===== config.mk =====
export PLATFORM = sky130hd
export DESIGN_NAME = mem_arbiter
export DESIGN_NICKNAME = d
export VERILOG_FILES = /design/src/rtl/mem_arbiter_pkg.sv /design/src/rtl/mem_arbiter_starve_counter.sv /design/src/rtl/mem_arbiter.sv
export SDC_FILE = /design/constraint.sdc
export NUM_CORES = 1
export LEC_CHECK = 0
export CAP_MARGIN = 30
export CELL_PAD_IN_SITES_DETAIL_PLACEMENT = 1
export CELL_PAD_IN_SITES_GLOBAL_PLACEMENT = 2
export CORE_ASPECT_RATIO = 0.7
export CORE_UTILIZATION = 21
export DETAILED_ROUTE_END_ITERATION = 10
export PLACE_DENSITY_LB_ADDON = 0.1
export SYNTH_ARGS = -nofsm -noshare
export SYNTH_HDL_FRONTEND = slang
export SYNTH_SLANG_ARGS = --single-unit

===== constraint.sdc =====
create_clock -name clk -period 2 [get_ports clk]
set_clock_uncertainty 0.1 [all_clocks]
set_input_delay 0.5 -clock clk [delete_from_list [all_inputs] [get_ports clk]]
set_output_delay 0.5 -clock clk [all_outputs]
set_load 0.05 [all_outputs]

===== src/rtl/mem_arbiter_pkg.sv =====
// Shared types for the block-RAM arbiter.
// Holds the FSM state encoding and the port identifiers.
package mem_arbiter_pkg;

    typedef enum logic [1:0] {
        IDLE  = 2'd0,
        ISSUE = 2'd1,
        RESP  = 2'd2
    } state_e;

    localparam logic PORT_A = 1'b0;
    localparam logic PORT_V = 1'b1;

    // Counter width able to hold 0..max_wait inclusive.
    function automatic int wait_bits(input int max_wait);
        return (max_wait < 1) ? 1 : $clog2(max_wait + 1);
    endfunction

endpackage


===== src/rtl/mem_arbiter_starve_counter.sv =====
// Saturating count of decisions lost by the video port.
// Ports: clk, reset (async, active-low), inc, clr in; sat out.
module mem_arbiter_starve_counter
    import mem_arbiter_pkg::*;
#(
    parameter int MAX_WAIT = 4
) (
    input  logic clk,
    input  logic reset,
    input  logic inc,
    input  logic clr,
    output logic sat
);

    localparam int CW = wait_bits(MAX_WAIT);
    localparam logic [CW-1:0] LIMIT = CW'(MAX_WAIT);

    logic [CW-1:0] cnt_q;
    logic [CW-1:0] cnt_d;

    always_comb begin
        cnt_d = cnt_q;
        if (clr) begin
            cnt_d = '0;
        end else if (inc && (cnt_q != LIMIT)) begin
            cnt_d = cnt_q + CW'(1);
        end
    end

    always_ff @(posedge clk or negedge reset) begin
        if (!reset) begin
            cnt_q <= '0;
        end else begin
            cnt_q <= cnt_d;
        end
    end

    assign sat = (cnt_q == LIMIT);

endmodule


===== src/rtl/mem_arbiter.sv =====
// Two-port arbiter in front of a registered-output block RAM.
// Ports: CPU port a_* (rd/wr), video port v_* (rd only),
// RAM side en/memwrite/memread/adr/writedata out, memdata in.
module mem_arbiter
    import mem_arbiter_pkg::*;
#(
    parameter int WIDTH         = 16,
    parameter int RAM_ADDR_BITS = 16,
    parameter int MAX_WAIT      = 4
) (
    input  logic                     clk,
    input  logic                     reset,
    input  logic                     a_req,
    input  logic                     a_we,
    input  logic [RAM_ADDR_BITS-1:0] a_adr,
    input  logic [WIDTH-1:0]         a_wdata,
    output logic                     a_ack,
    output logic                     a_rvalid,
    output logic [WIDTH-1:0]         a_rdata,
    input  logic                     v_req,
    input  logic [RAM_ADDR_BITS-1:0] v_adr,
    output logic                     v_ack,
    output logic                     v_rvalid,
    output logic [WIDTH-1:0]         v_rdata,
    output logic                     en,
    output logic                     memwrite,
    output logic                     memread,
    output logic [RAM_ADDR_BITS-1:0] adr,
    output logic [WIDTH-1:0]         writedata,
    input  logic [WIDTH-1:0]         memdata
);

    state_e                   state_q, state_d;
    logic                     owner_q, owner_d;
    logic                     en_q, en_d;
    logic                     mw_q, mw_d;
    logic                     mr_q, mr_d;
    logic [RAM_ADDR_BITS-1:0] adr_q, adr_d;
    logic [WIDTH-1:0]         wd_q, wd_d;
    logic                     a_ack_q, a_ack_d;
    logic                     v_ack_q, v_ack_d;
    logic                     a_rv_q, a_rv_d;
    logic                     v_rv_q, v_rv_d;

    logic v_sat;
    logic wait_inc;
    logic wait_clr;
    logic grant_v;
    logic grant_a;

    mem_arbiter_starve_counter #(
        .MAX_WAIT (MAX_WAIT)
    ) u_starve (
        .clk   (clk),
        .reset (reset),
        .inc   (wait_inc),
        .clr   (wait_clr),
        .sat   (v_sat)
    );

    // V wins outright once starved; otherwise only when A is quiet.
    assign grant_v = v_req && (v_sat || !a_req);
    assign grant_a = a_req && !grant_v;

    always_comb begin
        state_d  = state_q;
        owner_d  = owner_q;
        en_d     = 1'b0;
        mw_d     = 1'b0;
        mr_d     = 1'b0;
        adr_d    = adr_q;
        wd_d     = wd_q;
        a_ack_d  = 1'b0;
        v_ack_d  = 1'b0;
        a_rv_d   = 1'b0;
        v_rv_d   = 1'b0;
        wait_inc = 1'b0;
        wait_clr = 1'b0;
        case (state_q)
            IDLE, RESP: begin
                state_d  = IDLE;
                wait_clr = !v_req;
                if (grant_v) begin
                    state_d  = ISSUE;
                    owner_d  = PORT_V;
                    en_d     = 1'b1;
                    mr_d     = 1'b1;
                    adr_d    = v_adr;
                    v_ack_d  = 1'b1;
                    wait_clr = 1'b1;
                end else if (grant_a) begin
                    state_d  = ISSUE;
                    owner_d  = PORT_A;
                    en_d     = 1'b1;
                    mw_d     = a_we;
                    mr_d     = !a_we;
                    adr_d    = a_adr;
                    a_ack_d  = 1'b1;
                    wait_inc = v_req;
                    if (a_we) begin
                        wd_d = a_wdata;
                    end
                end
            end
            ISSUE: begin
                // RAM acts on this edge; reads return next cycle.
                if (mw_q) begin
                    state_d = IDLE;
                end else begin
                    state_d = RESP;
                    a_rv_d  = (owner_q == PORT_A);
                    v_rv_d  = (owner_q == PORT_V);
                end
            end
            default: begin
                state_d = IDLE;
            end
        endcase
    end

    always_ff @(posedge clk or negedge reset) begin
        if (!reset) begin
            state_q <= IDLE;
            owner_q <= PORT_A;
            en_q    <= 1'b0;
            mw_q    <= 1'b0;
            mr_q    <= 1'b0;
            adr_q   <= '0;
            wd_q    <= '0;
            a_ack_q <= 1'b0;
            v_ack_q <= 1'b0;
            a_rv_q  <= 1'b0;
            v_rv_q  <= 1'b0;
        end else begin
            state_q <= state_d;
            owner_q <= owner_d;
            en_q    <= en_d;
            mw_q    <= mw_d;
            mr_q    <= mr_d;
            adr_q   <= adr_d;
            wd_q    <= wd_d;
            a_ack_q <= a_ack_d;
            v_ack_q <= v_ack_d;
            a_rv_q  <= a_rv_d;
            v_rv_q  <= v_rv_d;
        end
    end

    assign en        = en_q;
    assign memwrite  = mw_q;
    assign memread   = mr_q;
    assign adr       = adr_q;
    assign writedata = wd_q;
    assign a_ack     = a_ack_q;
    assign v_ack     = v_ack_q;
    assign a_rvalid  = a_rv_q;
    assign v_rvalid  = v_rv_q;
    assign a_rdata   = memdata;
    assign v_rdata   = memdata;

endmodule

### Yosys cells after proc, flatten, opt, wreduce, memory -nomap -nowiden

Cells that the tools add are included.

| operators by class | value |
|---|---|
| $add $sub $neg | 1 |
| equal/unequal tests | 4 |
| muxes and demuxes | 32 |
| bitwise gates (word level) | 2 |
| reduce and logical (&&, ||, !) cells | 14 |

Operators by type and width:

| kind | count |
|---|---|
| 16-bit two-way mux | 2 |
| 1-bit two-way mux | 26 |
| 3-bit two-way mux | 2 |
| 1-bit zero test | 4 |
| 2-bit case mux with 2 select lines | 1 |
| 4-bit AND reduction | 1 |
| 2-bit nonzero test | 2 |
| 3-bit by 1-bit adder with 3-bit output, second input constant | 1 |
| 3-bit equality test, second input constant | 1 |
| 1-bit logical AND | 3 |
| 3-bit inequality test, second input constant | 1 |
| 2-bit by 1-bit equality test with 1-bit output, second input constant | 1 |
| 2-bit equality test, second input constant | 1 |
| 2-bit zero test | 1 |
| 2-bit two-way mux | 1 |
| 1-bit NOT | 2 |
| 2-bit AND reduction | 1 |
| 2-bit OR reduction | 1 |
| 1-bit logical OR | 1 |

| storage, ports and cells | value |
|---|---|
| flip-flop bits (word level) | 45 |
| input bits | 69 |
| output and inout bits | 71 |
| word-level logic and storage cells | 65 |

### Depth between registers and ports, before layout

Gate-level depths: netlist of run 1.

| depth | value |
|---|---|
| depth in word-level cells | 11 |
| depth in mapped cells | 8 |
| gate-level depth less buffers | 5 |

### Modules after synthesis

Synthesis of run 1 repeated with hierarchy kept, for this count alone.

| second synthesis, totals | value |
|---|---|
| cells, all modules | 202 |
| area total of the unflattened synthesis | 2237.1 um2 |

Modules (own cells, without submodules):

| module | instances | cells each | area each (um2) | sequential area each (um2) |
|---|---|---|---|---|
| mem_arbiter | 1 | 184 | 2039.5 | 1051.0 |
| mem_arbiter_starve_counter | 1 | 18 | 197.7 | 75.1 |

### Least setup slack after synthesis of run 1

No wires, ideal clock.

| timing | value |
|---|---|
| path kind | register to register |
| start point | reg u_starve.cnt_q[0] |
| end point | reg wd_q[10], in the netlist writedata[10] |
| setup time | 0.125 ns |
| arrival time | 1.451 ns |
| data required time | 1.775 ns |
| setup slack | 0.324 ns |
| cell stages (with the launch flop) | 6 |
| path buffers | 1 |
| clock period less this slack | 1.676 ns |
| path through | dfrtp_1 inv_1 ha_1 a31oi_4 buf_4 mux2_2 |

| on the way | value |
|---|---|
| longest elaborated chain between the ends | 6 |
| elaborated cells on any way between the ends | 7 |
| those cells by class | 1 x eq/ne; 1 x bitwise; 5 x reduce/logical |

RTL lines:

| what | RTL line | source |
|---|---|---|
| start: declaration | mem_arbiter_starve_counter.sv:18 | `logic [CW-1:0] cnt_q;` |
| start signal: assignment | mem_arbiter_starve_counter.sv:34 | `cnt_q <= cnt_d;` |
| 3-bit equality test (*) | mem_arbiter_starve_counter.sv:38 | `assign sat = (cnt_q == LIMIT);` |
| 1-bit logical OR (*) | mem_arbiter.sv:62 | `assign grant_v = v_req && (v_sat \|\| !a_req);` |
| 1-bit logical AND (*) | mem_arbiter.sv:62 |  |
| 1-bit zero test | mem_arbiter.sv:63 | `assign grant_a = a_req && !grant_v;` |
| 1-bit logical AND | mem_arbiter.sv:63 |  |
| 4-bit AND reduction (no line) (*) | -- |  |
| end signal: assignment | mem_arbiter.sv:141 | `wd_q <= wd_d;` |
| end: declaration | mem_arbiter.sv:39 | `logic [WIDTH-1:0] wd_q, wd_d;` |

Every way passes the cells marked *; elsewhere a longest branch is shown, timed or not.
A chain may end at the register's enable or synchronous reset.

### Final worst setup path of run 1

| timing | value |
|---|---|
| start point | in a_req |
| end point | reg adr_q[0], in the netlist adr[0] |

| on the way | value |
|---|---|
| longest elaborated chain between the ends | 7 |
| elaborated cells on any way between the ends | 8 |
| those cells by class | 1 x mux; 7 x reduce/logical |

RTL lines:

| what | RTL line | source |
|---|---|---|
| start: declaration | mem_arbiter.sv:13 | `input logic a_req,` |
| 1-bit zero test | mem_arbiter.sv:62 |  |
| 1-bit logical OR | mem_arbiter.sv:62 |  |
| 1-bit logical AND | mem_arbiter.sv:62 |  |
| 1-bit zero test | mem_arbiter.sv:63 |  |
| 1-bit logical AND | mem_arbiter.sv:63 |  |
| 2-bit nonzero test (no line) | -- |  |
| 2-bit AND reduction (no line) | -- |  |
| end signal: assignment | mem_arbiter.sv:140 | `adr_q <= adr_d;` |
| end: declaration | mem_arbiter.sv:38 | `logic [RAM_ADDR_BITS-1:0] adr_q, adr_d;` |

Several ways; a longest one is shown, not always the timed one.

==> results of run 1 <==
final timing paths:
kind,start,end,slack (ps),cells past startpoint
max in group asynchronous,reset,v_ack$_DFF_PN0_,750,3
setup / recovery,a_req,adr[0]$_DFFE_PN0P_,250,6
setup reg to reg,u_starve.cnt_q[0]$_DFFE_PN0P_,writedata[10]$_DFFE_PN0P_,350,5
hold / removal,state_q[1]$_DFF_PN0_,state_q[1]$_DFF_PN0_,330,1
min in group asynchronous,reset,writedata[9]$_DFFE_PN0P_,460,2
hold reg to reg,state_q[1]$_DFF_PN0_,state_q[1]$_DFF_PN0_,330,1
where the power goes:
part	total (W)	switching, W	internal [W]
sequential	0.00117	0.0000922	0.00108
clock	0.00106	0.000347	0.000714
combinational	0.00130	0.000833	0.000466
cells by family (layout without fill, tap and decap cells):
kind of cell | after synthesis | in the layout | share of synthesized area
and+or+nand+nor | 68 | 68 | 0.149
buffers and inverters | 49 | 122 | 0.152
DFF | 45 | 45 | 0.502
AOI/OAI and AO/OA | 24 | 24 | 0.106
muxes | 16 | 16 | 0.0803
adders and majority gates | 2 | 2 | 0.0111
synthesized netlist by cell type (2+ instances only):
master    count
dfrtp_1      45
nand2_1      39
buf_4        33
nand4_1      16
mux2_2       15
o211ai_2      9
o211ai_1      8
clkbuf_1      4
buf_1         3
inv_1         3
buf_6         2
ha_1          2
nand3_1       2
nor2_1        2
nor2b_1       2
nor3b_1       2
o21ai_0       2
flip-flops by register name (all words and copies together), names as in the netlist:
signal and cells:
u_starve.cnt_q 3, a_ack 1, state_q 2, owner_q 1, adr 16, memwrite 1, a_rvalid 1, v_rvalid 1
v_ack 1, writedata 16, en 1, memread 1
layer usage:
metal  global-route usage  part of all wire
met4               0.0521             0.028
met3               0.0302             0.063
met2                0.176              0.44
met5                    0                 0
met1                0.155              0.47
stage by stage:
| stage | power [W] | worst slack (ps) | hold WS, ps | setup TNS [ps] | instances |
|---|---|---|---|---|---|
| after global placement | 0.00250 | -27.7 | 231 | -435 | 400 |
| after global routing | 0.00371 | 205 | 354 | 0 | 409 |
| after CTS | 0.00359 | 247 | 334 | 0 | 409 |
| after floorplan | 0.00217 | 324 | 104 | 0 | 204 |
| final | 0.00353 | 255 | 329 | 0 | 409 |
| after detailed placement | 0.00251 | -55.0 | 228 | -957 | 400 |
critical path, stage by stage:
cell and delay [ps]:
clkdlybuf4s50_1 480, buf_4 140, a21bo_1 210, and2_4 180
buf_4 150, o211ai_1 180
cell type report:
cell class / count / area share
clock buffer: 5 / 0.0383
clock inverter: 3 / 0.0199
inverter: 4 / 0.00460
multi-input combinational: 110 / 0.238
sequential: 45 / 0.345
tap: 132 / 0.0506
timing repair buffer: 110 / 0.304
what timing repair did:
item,CTS,global route
resized for setup,0,0
hold buffers,1,0
hold endpoints to repair,4,0
==> impl_metrics.env, run 1 <==
export IMPL_clk_path_buf_depth=2
export IMPL_areaGrowthSynthToFinish_pct=45.4
export IMPL_crit_required_ps=2100
export IMPL_fin_nets=347
export IMPL_drt_initial_drc_count=68
export IMPL_cts_sinks=45
export IMPL_syn_inst=204
export IMPL_synth_seq_area_share=0.502
export IMPL_powerDensity_nw_per_um2=1080
export IMPL_cts_tree="yes"
export IMPL_rows=31
export IMPL_dieWidth_um=126
export IMPL_first_pass_iters=7
export IMPL_place_gp_congestion=0.662
export IMPL_design_area_um2=3260
export IMPL_die_h_um=88.5
export IMPL_path_clk_slew_ps=60
export IMPL_critPathArrivalTime_ps=1840
export IMPL_synth_area_leader_cell="dfrtp_1"
export IMPL_grt_usage=0.116
export IMPL_nFillCells=1149
export IMPL_worstMarginPinSlew_ps=376
export IMPL_place_area_um2=3060
export IMPL_synth_area_top_cells="dfrtp_1 (50%), buf_4 (11%), mux2_2 (7.5%), nand2_1 (6.5%), o211ai_2 (5.0%)"
export IMPL_cts_setup_buffers=0
export IMPL_mostFrequentLayoutCell="buf_4"
export IMPL_ir_drop_v=0.000365
export IMPL_antenna_found_initial=0
export IMPL_clk_latency_ps=280
export IMPL_synthArstFlopShare=1.00
export IMPL_finalCriticalPeriod_ps=1750
export IMPL_io_pins=140
export IMPL_detail_route_antenna_nets=0
export IMPL_rsz0062_at_grt="no"
export IMPL_max_freq_ghz=0.573
export IMPL_grt_ovfl_total=0
export IMPL_portBuffers=91
export IMPL_yosys_warnings=0
export IMPL_outcome="finished, violations left"
export IMPL_fp_dieArea_um2=11100
export IMPL_post_dp_hpwl_um=4530
export IMPL_final_util=0.315
export IMPL_cts_max_level=2
export IMPL_yosys_register_bits=45
export IMPL_hold_violations=0
export IMPL_multi_input_area_um2=777
export IMPL_p_leak_nw=1.45
export IMPL_synth_edf_count=0
export IMPL_startpoint_type="input port"
export IMPL_postRouteWirelength_um=6190
export IMPL_grt_pass1_wl_um=9820
export IMPL_core_area_um2=10400
export IMPL_cts_root_buf="clkbuf_16"
export IMPL_drc=8
export IMPL_synth_area_per_cell_um2=11.0
export IMPL_synth_cell_types=32
export IMPL_n_antenna_cell=0
export IMPL_grt_pass1_vias=1804
export IMPL_syn_num_nets=275
export IMPL_drive_gt1_frac=0.343
export IMPL_initial_core_util=0.217
export IMPL_grt_max_degree=29
export IMPL_fin_crit_sh=0.873
export IMPL_hold_class="flop to flop"
export IMPL_synthesis_area_um2=2240
export IMPL_max_cap_violations=0
export IMPL_synth_main_ff_cell="dfrtp_1"
export IMPL_wl_per_cell_um=15.1
export IMPL_synth_top_area_frac=0.502
export IMPL_vias=1709
export IMPL_finalMaxSlewViolations=0
export IMPL_slew_headroom=0.750
export IMPL_setup_viol=0
export IMPL_crit_fanout=5
export IMPL_cts_made_buffers=5
export IMPL_mostFrequentLayoutCells="buf_4 (54), clkdlybuf4s50_1 (51), dfrtp_1 (45)"
export IMPL_final_seq_area_um2=1130
export IMPL_viasPerCell=4.18
export IMPL_violations="DRC"
export IMPL_criticalPathCategory="input port to flop"
export IMPL_crit_path_end_kind="flop"
(Power assumes the default switching activity.)
==> inputs of run 2 (changes only) <==
- SYNTH_HIERARCHICAL: default -> 1
==> run 2 against run 1 <==
  * The run still ends with DRC left
  * Cell count is 0.98% higher
  * First-iteration DRC count is 35% higher
  * Sequential power about the same
  * Global-route usage grew 1.2 points
  * Count of clock-buffer cells in the layout unchanged
  * Sequential share of layout area decreased by 0.58 points
  * Synthesized area decreased by 0.33%
  * Via count increased by 2.5%
  * Setup slack lost 140 ps
  * Wire length is 8.2% higher
==> impl_metrics.env, run 2 <==
export IMPL_outcome="finished, violations left"
export IMPL_violations="DRC"
export IMPL_antenna_found_initial=0
export IMPL_startpoint_type="flop"
export IMPL_design_area_um2=3320
export IMPL_detail_route_antenna_nets=0
export IMPL_crit_path_end_kind="flop"
export IMPL_drc=6
export IMPL_synth_top_area_frac=0.503
export IMPL_clk_path_buf_depth=2
export IMPL_synth_edf_count=0
export IMPL_grt_ovfl_total=0
export IMPL_synth_mux_area_frac=0.107
export IMPL_grt_max_degree=46
export IMPL_drt_initial_drc_count=92
export IMPL_finalMaxSlewViolations=0
export IMPL_crit_fanout=5
export IMPL_critPathArrivalTime_ps=1960
export IMPL_p_leak_nw=1.46
export IMPL_rows=31
export IMPL_hold_violations=0
export IMPL_synthArstFlopShare=1.00
export IMPL_dieWidth_um=125
export IMPL_vias=1752
export IMPL_grt_pass1_vias=1899
export IMPL_areaGrowthSynthToFinish_pct=48.4
export IMPL_first_pass_iters=9
export IMPL_grt_pass1_wl_um=10700
export IMPL_n_antenna_cell=0
export IMPL_hold_buffers=0
export IMPL_mostFrequentLayoutCells="buf_4 (57), clkdlybuf4s50_1 (51), dfrtp_1 (45)"
export IMPL_synth_seq_area_share=0.503
export IMPL_place_area_um2=3100
export IMPL_cts_made_buffers=5
export IMPL_cts_sinks=45
export IMPL_worstMarginPinSlew_ps=369
export IMPL_syn_num_nets=273
export IMPL_synth_area_per_cell_um2=11.1
export IMPL_core_area_um2=10400
export IMPL_max_freq_ghz=0.531
export IMPL_synthSimpleGateAreaFrac=0.0928
export IMPL_post_dp_hpwl_um=4830
export IMPL_slew_headroom=0.754
export IMPL_synth_cell_types=30
export IMPL_ir_drop_v=0.000337
export IMPL_crit_required_ps=2080
export IMPL_synth_top_family_by_area="compound AO/OA/AOI/OAI gates"
export IMPL_fin_crit_sh=0.942
export IMPL_max_cap_violations=0
export IMPL_fp_dieArea_um2=11100
export IMPL_syn_inst=202
export IMPL_viasPerCell=4.24
export IMPL_synthAdderAreaFrac=0.0112
export IMPL_postRouteWirelength_um=6700
export IMPL_drive_gt1_frac=0.345
export IMPL_synth_area_leader_cell="dfrtp_1"
export IMPL_synth_most_common_cell="dfrtp_1"
export IMPL_synthesis_area_um2=2240
export IMPL_rsz0062_at_grt="no"
export IMPL_die_h_um=88.4
export IMPL_setup_viol=0
export IMPL_synthTopCellsByCount="dfrtp_1 (45), buf_4 (32), a21oi_1 (18), nor2_1 (18)"
export IMPL_criticalPathCategory="flop to flop"
export IMPL_grt_usage=0.127
export IMPL_final_setup_tns_ps=0
export IMPL_cts_root_buf="clkbuf_16"
export IMPL_cts_max_level=2
export IMPL_clk_latency_ps=290
export IMPL_finalCriticalPeriod_ps=1880
export IMPL_yosys_warnings=6
export IMPL_hold_class="input port to asynchronous set/reset pin"
export IMPL_fin_nets=351
export IMPL_path_clk_slew_ps=70
export IMPL_io_pins=140
export IMPL_place_gp_congestion=0.708
export IMPL_yosys_register_bits=45
export IMPL_portBuffers=91
export IMPL_cts_tree="yes"
export IMPL_wl_per_cell_um=16.2
export IMPL_initial_core_util=0.216
export IMPL_synth_compound_area_share=0.143
export IMPL_mostFrequentLayoutCell="buf_4"
export IMPL_dp_worst_setup_slack_ps=-175
export IMPL_fin_ws_ps=116
export IMPL_holdWs_ps=79.2
export IMPL_powerDensity_nw_per_um2=1080
export IMPL_synth_area_top_cells="dfrtp_1 (50%), buf_4 (11%), mux2_4 (6.7%), a31oi_1 (4.8%), a21oi_1 (4.0%)"
export IMPL_power_w=0.00360
export IMPL_synth_xor_area_frac=0
export IMPL_synth_main_ff_cell="dfrtp_1"
==> run 2: cell types whose count changed after synthesis, sizes merged, moves of 15 or more <==
cell and change:
a31oi +16, nand2 -37, a21oi +18, o21ai +15, o211ai -17, nor2 +16
nand4 -16
==> run 2: area by class of cell <==
class                   count  area, um^2
inverters                   6        22.5
flip-flops and latches     45        1130
clock buffers               5         125
well taps                 132         165
clock inverters             3        68.8
fillers                  1155        7040
multi-input cells         110         810
repair buffers            112        1000
==> run 2: per-stage QoR <==
| stage | util | instances |
|---|---|---|
| final | 0.321 | 413 |
| after global routing | 0.321 | 413 |
| after global placement | 0.300 | 404 |
| after detailed placement | 0.300 | 404 |
| after floorplan | - | 202 |
| after CTS | 0.318 | 412 |
==> run 2: cell families after synthesis <==
family | count (synthesis)
DFF | 45
AOI/OAI and AO/OA | 55
muxes | 18
and+or+nand+nor | 35
buffers and inverters | 47
adders and majority gates | 2
==> run 2: worst paths after layout <==
check                                                     end  depth (start not counted)  slack [ps]                          start
max in group asynchronous                  adr[9]$_DFFE_PN0P_                          2        1490                          reset
worst max-delay path            u_starve/cnt_q[0]$_DFFE_PN0P_                          6         120  u_starve/cnt_q[1]$_DFFE_PN0P_
min in group clk                         state_q[1]$_DFF_PN0_                          1         340           state_q[1]$_DFF_PN0_
worst min register to register           state_q[1]$_DFF_PN0_                          1         340           state_q[1]$_DFF_PN0_
worst min-delay path                 writedata[1]$_DFFE_PN0P_                          2          80                          reset
worst max register to register  u_starve/cnt_q[0]$_DFFE_PN0P_                          6         120  u_starve/cnt_q[1]$_DFFE_PN0P_
==> run 2: routing by layer <==
metal  up-vias  share of wire  track usage  wire, um
li1        820              -            -         -
met3        30          0.056       0.0296       378
met5         -              0            0         0
met4         0          0.025       0.0588       166
met2        49           0.44        0.195      2960
met1       853           0.48        0.172      3190
==> run 2: timing repair <==
action                                  CTS  global route
resized for setup                         0             3
setup buffers                             0             1
endpoints found under the setup margin    0             2
==> run 2: where the power goes <==
part	internal, W	switching, W
Combinational	0.000499	0.000826
Sequential	0.00108	0.0000978
Clock	0.000721	0.000381
==> run 2: critical path: stages (launching register included) <==
cell and delay (ps):
dfrtp_1 370, inv_1 50, ha_1 190, and2_2 250, nor4b_4 260, a21boi_4 250, mux2_4 310
==> inputs of run 3 (changes only) <==
- CORE_MARGIN: default -> 2
- MAX_ROUTING_LAYER: default -> met4
==> run 3 against run 2 <==
  * Sequential share of layout area is 0.68 points higher
  * The flow now finishes without violations
  * Critical path depth stayed put
  * Worst hold slack improved by 9.1 ps
  * Combinational power about the same
  * Largest cell class unchanged
  * Wire length is 2.6% lower
==> impl_metrics.env, run 3 (synthesis gave the netlist of run 2 again) <==
export IMPL_critical_path_reg2reg_endpoint="u_starve/cnt_q[0]$_DFFE_PN0P_"
export IMPL_drc=0
export IMPL_max_cap_violations=0
export IMPL_finalMaxSlewViolations=0
export IMPL_crit_cells=6
export IMPL_finalCriticalPeriod_ps=1880
export IMPL_fp_dieArea_um2=11500
export IMPL_drt_initial_drc_count=56
export IMPL_combPwrFrac=0.395
export IMPL_hold_buffers=0
export IMPL_slew_headroom=0.774
export IMPL_outcome="finished, final reports clean"
export IMPL_grt_usage=0.119
export IMPL_cp_top_family="simple AND/OR/NAND/NOR gates"
export IMPL_worstMarginPinSlew_ps=337
export IMPL_rsz0062_at_grt="no"
export IMPL_crit_path_end_kind="flop"
export IMPL_p_leak_nw=1.42
export IMPL_dp_cells=400
export IMPL_hold_violations=0
export IMPL_path_clk_slew_ps=60
export IMPL_clkPwrFrac=0.252
export IMPL_clk_latency_ps=280
export IMPL_place_gp_congestion=0.687
export IMPL_post_dp_hpwl_um=4710
export IMPL_seq_power_share=0.353
export IMPL_crit_buf_inv=1
export IMPL_postRouteWirelength_um=6520
export IMPL_cts_sinks=45
export IMPL_nFillCells=1144
export IMPL_final_seq_area_um2=1130
export IMPL_grt_pass1_wl_um=10300
export IMPL_fin_crit_sh=0.942
export IMPL_rr_startpoint="u_starve/cnt_q[0]$_DFFE_PN0P_"
export IMPL_vias=1719
export IMPL_setup_viol=0
export IMPL_portBuffers=91
export IMPL_wl_per_cell_um=15.9
export IMPL_reg2reg_slack_ps=120
export IMPL_p_sw_frac=0.380
export IMPL_crit_fanout=5
export IMPL_grt_max_degree=46
export IMPL_viasPerCell=4.20
export IMPL_design_area_um2=3260
export IMPL_final_util=0.314
export IMPL_areaGrowthSynthToFinish_pct=45.5
export IMPL_fin_cells=409
export IMPL_powerDensity_nw_per_um2=1020
export IMPL_place_area_um2=3070
export IMPL_reg2reg_depth=6
export IMPL_fin_nets=348
export IMPL_ir_drop_v=0.000317
export IMPL_p_int_w=0.00206
export IMPL_worstPathCellList="inv_1, ha_1, and2_4, nor4b_4, a21boi_4, mux2_4"
export IMPL_detail_route_antenna_nets=0
export IMPL_first_pass_iters=3
export IMPL_grt_pass1_vias=1888
export IMPL_antenna_found_initial=0
export IMPL_mostFrequentLayoutCell="buf_4"
export IMPL_cts_made_buffers=5
export IMPL_crit_slowest_cell="dfrtp_1"
export IMPL_max_freq_ghz=0.531
export IMPL_switchingPower_w=0.00126
export IMPL_cts_root_buf="clkbuf_16"
export IMPL_clk_path_buf_depth=2
export IMPL_n_antenna_cell=0
export IMPL_hold_class="input port to asynchronous set/reset pin"
export IMPL_cpPeakStageDelay_ps=370
export IMPL_criticalPathCategory="flop to flop"
export IMPL_final_setup_tns_ps=0
export IMPL_cts_max_level=2
export IMPL_holdWs_ps=88.3
export IMPL_startpoint_type="flop"
export IMPL_multi_input_area_um2=815
export IMPL_mostFrequentLayoutCells="buf_4 (54), clkdlybuf4s50_1 (51), dfrtp_1 (45)"
export IMPL_initial_core_util=0.216
export IMPL_die_h_um=90.4
export IMPL_cts_tree="yes"
export IMPL_dieWidth_um=127
export IMPL_rows=31
export IMPL_io_pins=140
export IMPL_crit_required_ps=2070
export IMPL_drive_gt1_frac=0.339
export IMPL_critPathArrivalTime_ps=1950
export IMPL_core_area_um2=10400
export IMPL_grt_ovfl_total=0
[run 3: cell types whose count changed in the layout (fill, tap and decap cells not counted)]
cell,previous run,this run
clkinvlp_4,0,1
mux2i_1,1,0
and2_4,0,1
bufinv_16,2,0
clkbuf_8,0,1
mux2i_2,0,1
buf_4,57,54
inv_6,1,0
and2_2,1,0
[run 3: stage by stage]
| stage | power, W | worst slack, ps |
|---|---|---|
| 2_1_floorplan | 0.00217 | 3.75 |
| 3_3_place_gp | 0.00251 | -148 |
| 3_5_place_dp | 0.00251 | -223 |
| 4_1_cts | 0.00337 | 55.9 |
| 5_1_grt | 0.00349 | 32.4 |
| 6_report | 0.00332 | 117 |
[run 3: worst max path at each step]
stage                                  startpoint                             to
detailed placement                          a_req  u_starve/cnt_q[0]$_DFFE_PN0P_
global placement                            v_req             adr[5]$_DFFE_PN0P_
CTS                 u_starve/cnt_q[0]$_DFFE_PN0P_  u_starve/cnt_q[0]$_DFFE_PN0P_
global route        u_starve/cnt_q[0]$_DFFE_PN0P_  u_starve/cnt_q[1]$_DFFE_PN0P_
finish              u_starve/cnt_q[0]$_DFFE_PN0P_  u_starve/cnt_q[0]$_DFFE_PN0P_
floorplan                                   v_req  u_starve/cnt_q[0]$_DFFE_PN0P_
[run 3: cell type report]
cell class / instances / share of cell area
clock inverter: 1 / 0.00231
timing repair buffer: 109 / 0.301
sequential: 45 / 0.346
inverter: 6 / 0.00692
clock buffer: 6 / 0.0427
multi-input combinational: 110 / 0.250
tap: 132 / 0.0507
[run 3: what timing repair did]
item / in CTS / in global routing
setup endpoints to repair: 0 / 2
setup buffers: 0 / 2
resized for setup: 0 / 5
[run 3: worst register-to-register path, stage by stage (launching register included)]
cell and delay, ps:
dfrtp_1 370, inv_1 60, ha_1 210, and2_4 190, nor4b_4 300, a21boi_4 240, mux2_4 310
[run 3: power by group through the flow]
stage	combinational, W	clock (W)	sequential (W)
after floorplan	0.000444	0	0.00172
after global placement	0.00132	0	0.00119
after detailed placement	0.00132	0	0.00119
after CTS	0.00132	0.000876	0.00117
after global routing	0.00138	0.000914	0.00120
final	0.00131	0.000836	0.00117
[run 3: layer usage]
metal | share of wire | vias up | GRT usage
met5 | 0 | - | -
met4 | 0.019 | 0 | 0.0421
met3 | 0.045 | 22 | 0.0308
met2 | 0.47 | 40 | 0.182
met1 | 0.47 | 844 | 0.152
li1 | - | 813 | -
